$ cat config.mk
export PLATFORM = sky130hd
export DESIGN_NAME = rgb_stream_packer
export DESIGN_NICKNAME = d
export VERILOG_FILES = /design/src/rtl/rgb_stream_packer.sv
export SDC_FILE = /design/constraint.sdc
export NUM_CORES = 1
export LEC_CHECK = 0
export ABC_CLOCK_PERIOD_IN_PS = 2200
export BUFFER_PORTS_ARGS = -buffer_cell sky130_fd_sc_hd__buf_2
export CAP_MARGIN = 30
export CORE_MARGIN = 2
export CORE_UTILIZATION = 50
export CTS_CLUSTER_SIZE = 40
export DETAILED_ROUTE_END_ITERATION = 8
export PLACE_DENSITY = 0.73
export REMOVE_ABC_BUFFERS = 1
export SLEW_MARGIN = 40
export SYNTH_ARGS = -nofsm -noshare
export SYNTH_HDL_FRONTEND = slang
export SYNTH_SLANG_ARGS = --single-unit
$ cat constraint.sdc
create_clock -name aclk -period 2.2 [get_ports aclk]
set_clock_uncertainty 0.2 [all_clocks]
set_input_delay 0.22 -clock aclk [delete_from_list [all_inputs] [get_ports aclk]]
set_output_delay 0.22 -clock aclk [all_outputs]
set_load 0.03 [all_outputs]
$ cat src/rtl/rgb_stream_packer.sv
// Packs 24-bit {r,g,b} pixels into a 32-bit AXI4-Stream (4 pixels -> 3 words).
// Define RGB_STREAM_PACKER_STATS_EN to add frame_count/err_count outputs.
module rgb_stream_packer #(
    parameter int X_SIZE    = 640,
    parameter int CNT_WIDTH = 16
) (
    input  logic        aclk,
    input  logic        areset,
    input  logic [7:0]  r,
    input  logic [7:0]  g,
    input  logic [7:0]  b,
    input  logic        valid_int,
    input  logic        sof,
    input  logic        eol,
    output logic        in_stream_ready,
    output logic [31:0] out_stream_tdata,
    output logic [3:0]  out_stream_tkeep,
    output logic        out_stream_tlast,
    output logic        out_stream_tuser,
    output logic        out_stream_tvalid,
    input  logic        out_stream_tready
`ifdef RGB_STREAM_PACKER_STATS_EN
    ,
    output logic [CNT_WIDTH-1:0] frame_count,
    output logic [CNT_WIDTH-1:0] err_count
`endif
);

    typedef enum logic {RUN, FLUSH} state_t;

    if (X_SIZE < 1 || X_SIZE >= (2 ** CNT_WIDTH)) begin : g_bad_size
        $error("X_SIZE must fit in CNT_WIDTH bits");
    end

    state_t      state, state_nx;
    logic [1:0]  cnt, cnt_nx;
    logic [23:0] acc, acc_nx;
    logic        pend_sof, pend_nx;
    logic [23:0] pix;
    logic [1:0]  ce;
    logic [47:0] cat;
    logic [2:0]  t;
    logic        free, accept, load;
    logic [31:0] data_nx;
    logic [3:0]  keep_nx;
    logic        last_nx, user_nx;

    assign pix    = {r, g, b};
    assign free   = !out_stream_tvalid || out_stream_tready;
    assign accept = valid_int && in_stream_ready;
    assign in_stream_ready = (state == RUN) && free && !areset;

    // Residual bytes sit below the new pixel; a sof pixel drops them.
    always_comb begin
        ce = sof ? 2'd0 : cnt;
        case (ce)
            2'd0:    cat = {24'd0, pix};
            2'd1:    cat = {16'd0, pix, acc[7:0]};
            2'd2:    cat = {8'd0, pix, acc[15:0]};
            default: cat = {pix, acc};
        endcase
        t = 3'd3 + {1'b0, ce};
    end

    always_comb begin
        state_nx = state;
        cnt_nx   = cnt;
        acc_nx   = acc;
        pend_nx  = pend_sof;
        load     = 1'b0;
        data_nx  = '0;
        keep_nx  = '0;
        last_nx  = 1'b0;
        user_nx  = 1'b0;
        case (state)
            RUN: begin
                if (accept) begin
                    if (t[2]) begin
                        load    = 1'b1;
                        data_nx = cat[31:0];
                        keep_nx = 4'hF;
                        user_nx = pend_sof || sof;
                        pend_nx = 1'b0;
                        acc_nx  = {8'd0, cat[47:32]};
                        cnt_nx  = t[1:0];
                        if (eol && t[1:0] == 2'd0)
                            last_nx = 1'b1;
                        else if (eol)
                            state_nx = FLUSH;
                    end else if (eol) begin
                        load    = 1'b1;
                        data_nx = {8'd0, cat[23:0]};
                        keep_nx = 4'h7;
                        last_nx = 1'b1;
                        user_nx = pend_sof || sof;
                        pend_nx = 1'b0;
                        cnt_nx  = 2'd0;
                        acc_nx  = '0;
                    end else begin
                        acc_nx  = cat[23:0];
                        cnt_nx  = 2'd3;
                        pend_nx = pend_sof || sof;
                    end
                end
            end
            FLUSH: begin
                if (free) begin
                    load     = 1'b1;
                    data_nx  = {8'd0, acc};
                    keep_nx  = (cnt == 2'd2) ? 4'h3 : 4'h1;
                    last_nx  = 1'b1;
                    user_nx  = pend_sof;
                    pend_nx  = 1'b0;
                    cnt_nx   = 2'd0;
                    acc_nx   = '0;
                    state_nx = RUN;
                end
            end
            default: state_nx = RUN;
        endcase
    end

    always_ff @(posedge aclk or posedge areset) begin
        if (areset) begin
            state    <= RUN;
            cnt      <= 2'd0;
            acc      <= '0;
            pend_sof <= 1'b0;
        end else begin
            state    <= state_nx;
            cnt      <= cnt_nx;
            acc      <= acc_nx;
            pend_sof <= pend_nx;
        end
    end

    // Single output stage; loads only when free, so stalls hold everything.
    always_ff @(posedge aclk or posedge areset) begin
        if (areset) begin
            out_stream_tvalid <= 1'b0;
            out_stream_tdata  <= '0;
            out_stream_tkeep  <= '0;
            out_stream_tlast  <= 1'b0;
            out_stream_tuser  <= 1'b0;
        end else if (load) begin
            out_stream_tvalid <= 1'b1;
            out_stream_tdata  <= data_nx;
            out_stream_tkeep  <= keep_nx;
            out_stream_tlast  <= last_nx;
            out_stream_tuser  <= user_nx;
        end else if (out_stream_tready) begin
            out_stream_tvalid <= 1'b0;
        end
    end

`ifdef RGB_STREAM_PACKER_STATS_EN
    logic [CNT_WIDTH-1:0] line_cnt, line_cur;
    logic                 line_err;

    always_comb begin
        line_cur = (sof ? '0 : line_cnt) + CNT_WIDTH'(1);
        line_err = (eol && line_cur != CNT_WIDTH'(X_SIZE))
                || (sof && cnt != 2'd0);
    end

    always_ff @(posedge aclk or posedge areset) begin
        if (areset) begin
            line_cnt    <= '0;
            err_count   <= '0;
            frame_count <= '0;
        end else begin
            if (accept) begin
                line_cnt <= eol ? '0 : line_cur;
                if (line_err)
                    err_count <= err_count + CNT_WIDTH'(1);
            end
            if (out_stream_tvalid && out_stream_tready && out_stream_tuser)
                frame_count <= frame_count + CNT_WIDTH'(1);
        end
    end
`endif

endmodule
# Word level (Yosys, flattened, before mapping)
# Index checks and enable logic that the tools add are counted.
[totals]
register_bits = 67
input_bits = 30
out_inout_bits = 40
wordCells = 77
[classes]
n_addsub = 1
n_eq_ne = 5
n_mux = 49
n_bitwise = 1
n_reduce_logical = 12
[op_table]
columns = ["cell", "count"]
rows = [
  ["2-to-1 mux 24 bit", 6],
  ["one-hot mux 48 bit (3 select lines)", 1],
  ["2-to-1 mux 32 bit", 2],
  ["one-hot mux 32 bit (2 select lines)", 1],
  ["one-hot mux 24 bit (2 select lines)", 1],
  ["2-to-1 mux 1 bit", 21],
  ["2-to-1 mux 2 bit", 7],
  ["one-hot mux 1 bit (2 select lines)", 5],
  ["2-to-1 mux 4 bit", 2],
  ["one-hot mux 4 bit (2 select lines)", 1],
  ["== test 2 bit, second input constant", 2],
  ["logical AND 1 bit", 4],
  ["logical NOT 2 bit", 2],
  ["one-hot mux 2 bit (2 select lines)", 1],
  ["adder 2 x 2 -> 3 bit, first input constant", 1],
  ["2-to-1 mux 3 bit", 1],
  ["== test 2 x 1 -> 1 bit, second input constant", 1],
  ["logical NOT 1 bit", 2],
  ["logical OR 1 bit", 2],
  ["inequality test 2 x 1 -> 1 bit, second input constant", 1],
  ["inequality test 2 bit, second input constant", 1],
  ["AND reduction 2 bit", 1],
  ["nonzero test 2 bit", 1],
  ["NOT 1 bit", 1],
]

# Logic depth before layout (Yosys ltp)
[depth]
depth_word = 8
mapped_depth = 7
mapped_depth_nobuf = 4

# Worst setup path before layout
# No wires, ideal clock.
[synth_timing]
path_kind = "reg2out"
from = "reg out_stream_tvalid"
to = "out in_stream_ready"
arrival_ps = 1413
required_ps = 1780
setup_slack_ps = 367
stages_incl_launch_ff = 3
path_buffers = 0
path_cell_list = "dfrtp_1 and2b_1 nor3_1"
[synth_via]
elab_chain_cells = 4
[synth_rtl]
columns = ["element", "line_no", "source"]
rows = [
  ["from (decl)", "20", "output logic out_stream_tvalid,"],
  ["from (signal assigned)", "140", "out_stream_tvalid <= 1'b0;"],
  ["from (signal assigned)", "146", "out_stream_tvalid <= 1'b1;"],
  ["from (signal assigned)", "152", "out_stream_tvalid <= 1'b0;"],
  ["logical NOT 1 bit", "49", "assign free = !out_stream_tvalid || out_stream_tready;"],
  ["logical OR 1 bit", "49", ""],
  ["logical AND 1 bit (2 in a row)", "51", "assign in_stream_ready = (state == RUN) && free && !areset;"],
  ["to (decl)", "15", "output logic in_stream_ready,"],
]
# Every way passes these cells.

# Final worst setup path
[layout_timing]
from = "in areset"
to = "reg out_stream_tdata[4]"
[layout_via]
elab_chain_cells = 5
word_cells_on_any_way = 7
classes_between = "4 x mux; 3 x reduce/logical"
[layout_rtl]
columns = ["element", "line_no", "source"]
rows = [
  ["from (decl)", "8", "input logic areset,"],
  ["logical NOT 1 bit (no line) (*)", "-", ""],
  ["logical AND 1 bit (*)", "51", ""],
  ["logical AND 1 bit (*)", "50", "assign accept = valid_int && in_stream_ready;"],
  ["2-to-1 mux 32 bit / 2-to-1 mux 1 bit (equally long branches)", "77", "if (accept) begin"],
  ["one-hot mux 32 bit (2 select lines) / one-hot mux 1 bit (2 select lines) (equally long branches)", "75", "case (state)"],
  ["to (signal assigned)", "147", "out_stream_tdata <= data_nx;"],
  ["to (decl)", "16", "output logic [31:0] out_stream_tdata,"],
]
# Mark *: on every way between the ends. The rest lies on a longest branch, timed or not.
# A chain may end at the register's enable or synchronous reset.

==> qor.txt <==
Inserted Clock Buffers: 9
Reg2Reg Depth: 5
Largest area contributor in the netlist: dfrtp_1
XOR/XNOR Fraction of Synth Area: 0
Crit. End Element: flop
Core area: 0.00721 sq mm
Pwr dens: 1040 mW/mm^2
Post-synthesis simple-gate area fraction: 0.187
Hold crit path type: in -> reg
Clock Latency Late Sink: 0.35 ns
Peak supply drop: 0.567 mV
Post-DP HPWL: 6620 um
RD Place Congestion: 0.774
Fmax: 495 MHz
Yosys reg bits: 67
Hold_sp: g[3]
Warnings, synthesis: 0
Cell count after synthesis: 386
Vias in the first global route: 3332
# diodes: 0
Die Area: 0.00810 sq mm
Crit path from: areset
CP endpoint: out_stream_tdata[4]$_DFFE_PP0P_
Met3 wire len: 558 um
CTS sink count: 67
Final count of negative-setup-slack endpoints: 0
Startpoint types: primary input
Cell family with most CP delay: buffers and inverters
Synth cell types: 44
Share of the yosys chip area belonging to registers: 0.453
Uppermost layer routed: met4
Most common cell after layout, fill and taps aside: buf_2
Worst-path fanout max: 22
Leak pwr: 0.00208 uW
Ratio of cells with drive above 1 in the final layout: 0.288
Final critical-path share of the clock period: 0.919
Ports: 70
Root Driver: clkbuf_8
Largest net degree at the start of global routing: 38
Syn_area_per_cell: 9.58 sq um
Post-route cell area: 0.00458 sq mm
Chip height: 90.0 um
Met1 wire length: 4610 um
Final min period: 2.02 ns
Post-synthesis mux area share: 0.0460
Status: completed
Post-DP Area: 0.00421 sq mm
CTS tree: built
Cell Area, Synth: 0.00370 sq mm
Global route overflow: 0
CTS max path bufs: 2
Gr usage total: 0.261
Crit path cell chain: dlygate4sd3_1 > buf_2 > nor2b_2 > o221ai_4 > buf_12 > and2_1 > a221o_1
WP buf/inv: 3
Setup tns final: 0 ns
Slowest stage delay, CP: 0.55 ns
Port bufs: 69
Crit path kind: in -> reg
DRC viols: 0
Final ANT Viol Nets: 0
Chip Width: 90.0 um
Required @ worst endpoint: 2.23 ns
Site Rows: 31
Critical path arrival: 2.05 ns
Most used DFF post-synth: dfrtp_1
Final hold violations: 0
Post-synthesis compound-gate area fraction: 0.262
Max Slew Vio Count: 0
DR WL met2: 4800 um
Area delta synth->final: 23.7%
Relative slew margins: 0.581
RSZ-0062 raised after global routing: false
DR iter-0 viols: 219
Stages on the worst setup path: 7
Share of synthesized registers carrying an async set or reset: 1.00
EDFF count, synth: 0
Top cells by area, synth: dfrtp_1, a22oi_1, nand2_1, a21oi_1, nand2b_1
Worst r2r src: out_stream_tvalid$_DFFE_PP0P_
WL final: 10200 um
WHS: 0.00688 ns
First-pass GRT wire length: 16900 um
NumNets Final: 507
H-tree levels: 3
Worst-Margin Slew: 0.625 ns
Vias per cell: 5.92
Initial antenna violation count: 0
Most frequent cells in the layout: buf_2, dfrtp_1, nand2_1
Pre-antenna DRT Iters: 5
Routed length per placed instance: 17.6 um
Total of max-cap violations: 0
Initial Utilization: 0.513
Routed via count: 3439
Synth top area share: 0.453
Largest family of logic cells by synthesized area: compound AO/OA/AOI/OAI gates
Slowest cell on crit path: dlygate4sd3_1
Reg-to-reg endpoint: out_stream_tdata[4]$_DFFE_PP0P_
Reg clk slew, reported paths: 0.07 ns
Post-Synth Adder-Cell Area: 0
R2r setup slk: 0.25 ns
-- worst reg2reg max path, stage by stage (launching register included) --
cell      delay, ns
dfrtp_1        0.39
nand2b_1       0.30
o221ai_4       0.28
buf_12         0.24
and2_1         0.17
a221o_1        0.26
-- how the worst min path moves through the flow --
stage                                                  end  slack [ns]  cells after the start
after detailed placement   out_stream_tkeep[2]$_DFFE_PP0P_        0.04                      2
after floorplan                        acc[14]$_DFFE_PP0P_        0.16                      2
final                     out_stream_tdata[27]$_DFFE_PP0P_       0.007                      3
after global placement     out_stream_tkeep[2]$_DFFE_PP0P_        0.04                      2
after global routing          out_stream_tlast$_DFFE_PP0P_        0.03                      3
after CTS                 out_stream_tdata[27]$_DFFE_PP0P_       0.004                      3
-- cells in the mapped netlist, types with 9 or more instances --
cell      number
nand3_1       11
clkbuf_1      10
o21ai_0       22
o21ai_2        9
buf_2         13
o21ai_1       19
nand2b_1      20
a22oi_1       32
nor2_1        24
nand2_1       42
dfrtp_1       67
a21oi_1       26
a221o_1        9
nand3b_1       9
-- cell families (layout without fill, tap and decap cells) --
group / count (synthesis) / count (layout)
mux: 16 / 16
flops: 67 / 67
compound gates: 140 / 140
buf+inv: 34 / 130
simple gates: 129 / 129
-- timing repair --
item                                   CTS  global route
resized for setup                        0             1
buffers inserted                         0             0
hold buffers                            17             0
endpoints found under the hold margin   30             0
setup endpoints to repair                0             5
-- state kept, by name, summed over array words and instances (netlist names) --
name	cells
out_stream_tuser	1
out_stream_tkeep	4
cnt	2
out_stream_tlast	1
state	1
pend_sof	1
out_stream_tvalid	1
out_stream_tdata	32
acc	24
-- routing by layer --
layer	vias up	GRT usage
met5	-	0
met4	0	0.119
met3	20	0.0277
met2	143	0.418
met1	1670	0.359
li1	1606	-
-- stage by stage --
| stage | setup WS, ns | instances | utilization | total power, uW |
|---|---|---|---|---|
| finish | 0.178 | 581 | 0.634 | 4740 |
| global route | 0.101 | 581 | 0.634 | 5010 |
| CTS | 0.0861 | 581 | 0.634 | 4740 |
| detailed placement | 0.246 | 548 | 0.584 | 3740 |
| global placement | 0.302 | 547 | 0.582 | 3680 |
| floorplan | -0.377 | 355 | - | 3100 |
-- final cells by class --
class / count / area [sq um]
clock buffers: 15 / 186
fillers: 640 / 2640
well taps: 99 / 124
multi-input cells: 285 / 1840
flip-flops and latches: 67 / 1680
clock inverters: 1 / 5.00
repair buffers: 111 / 732
inverters: 3 / 11.3
-- power by group --
part	leakage, uW	internal [uW]	switching (uW)
registers	0.000859	1570	213
clock network	0.0000997	532	466
logic	0.00112	717	1240
total	0.00208	2820	1920
Note: power is estimated with default switching activity, not from simulation.
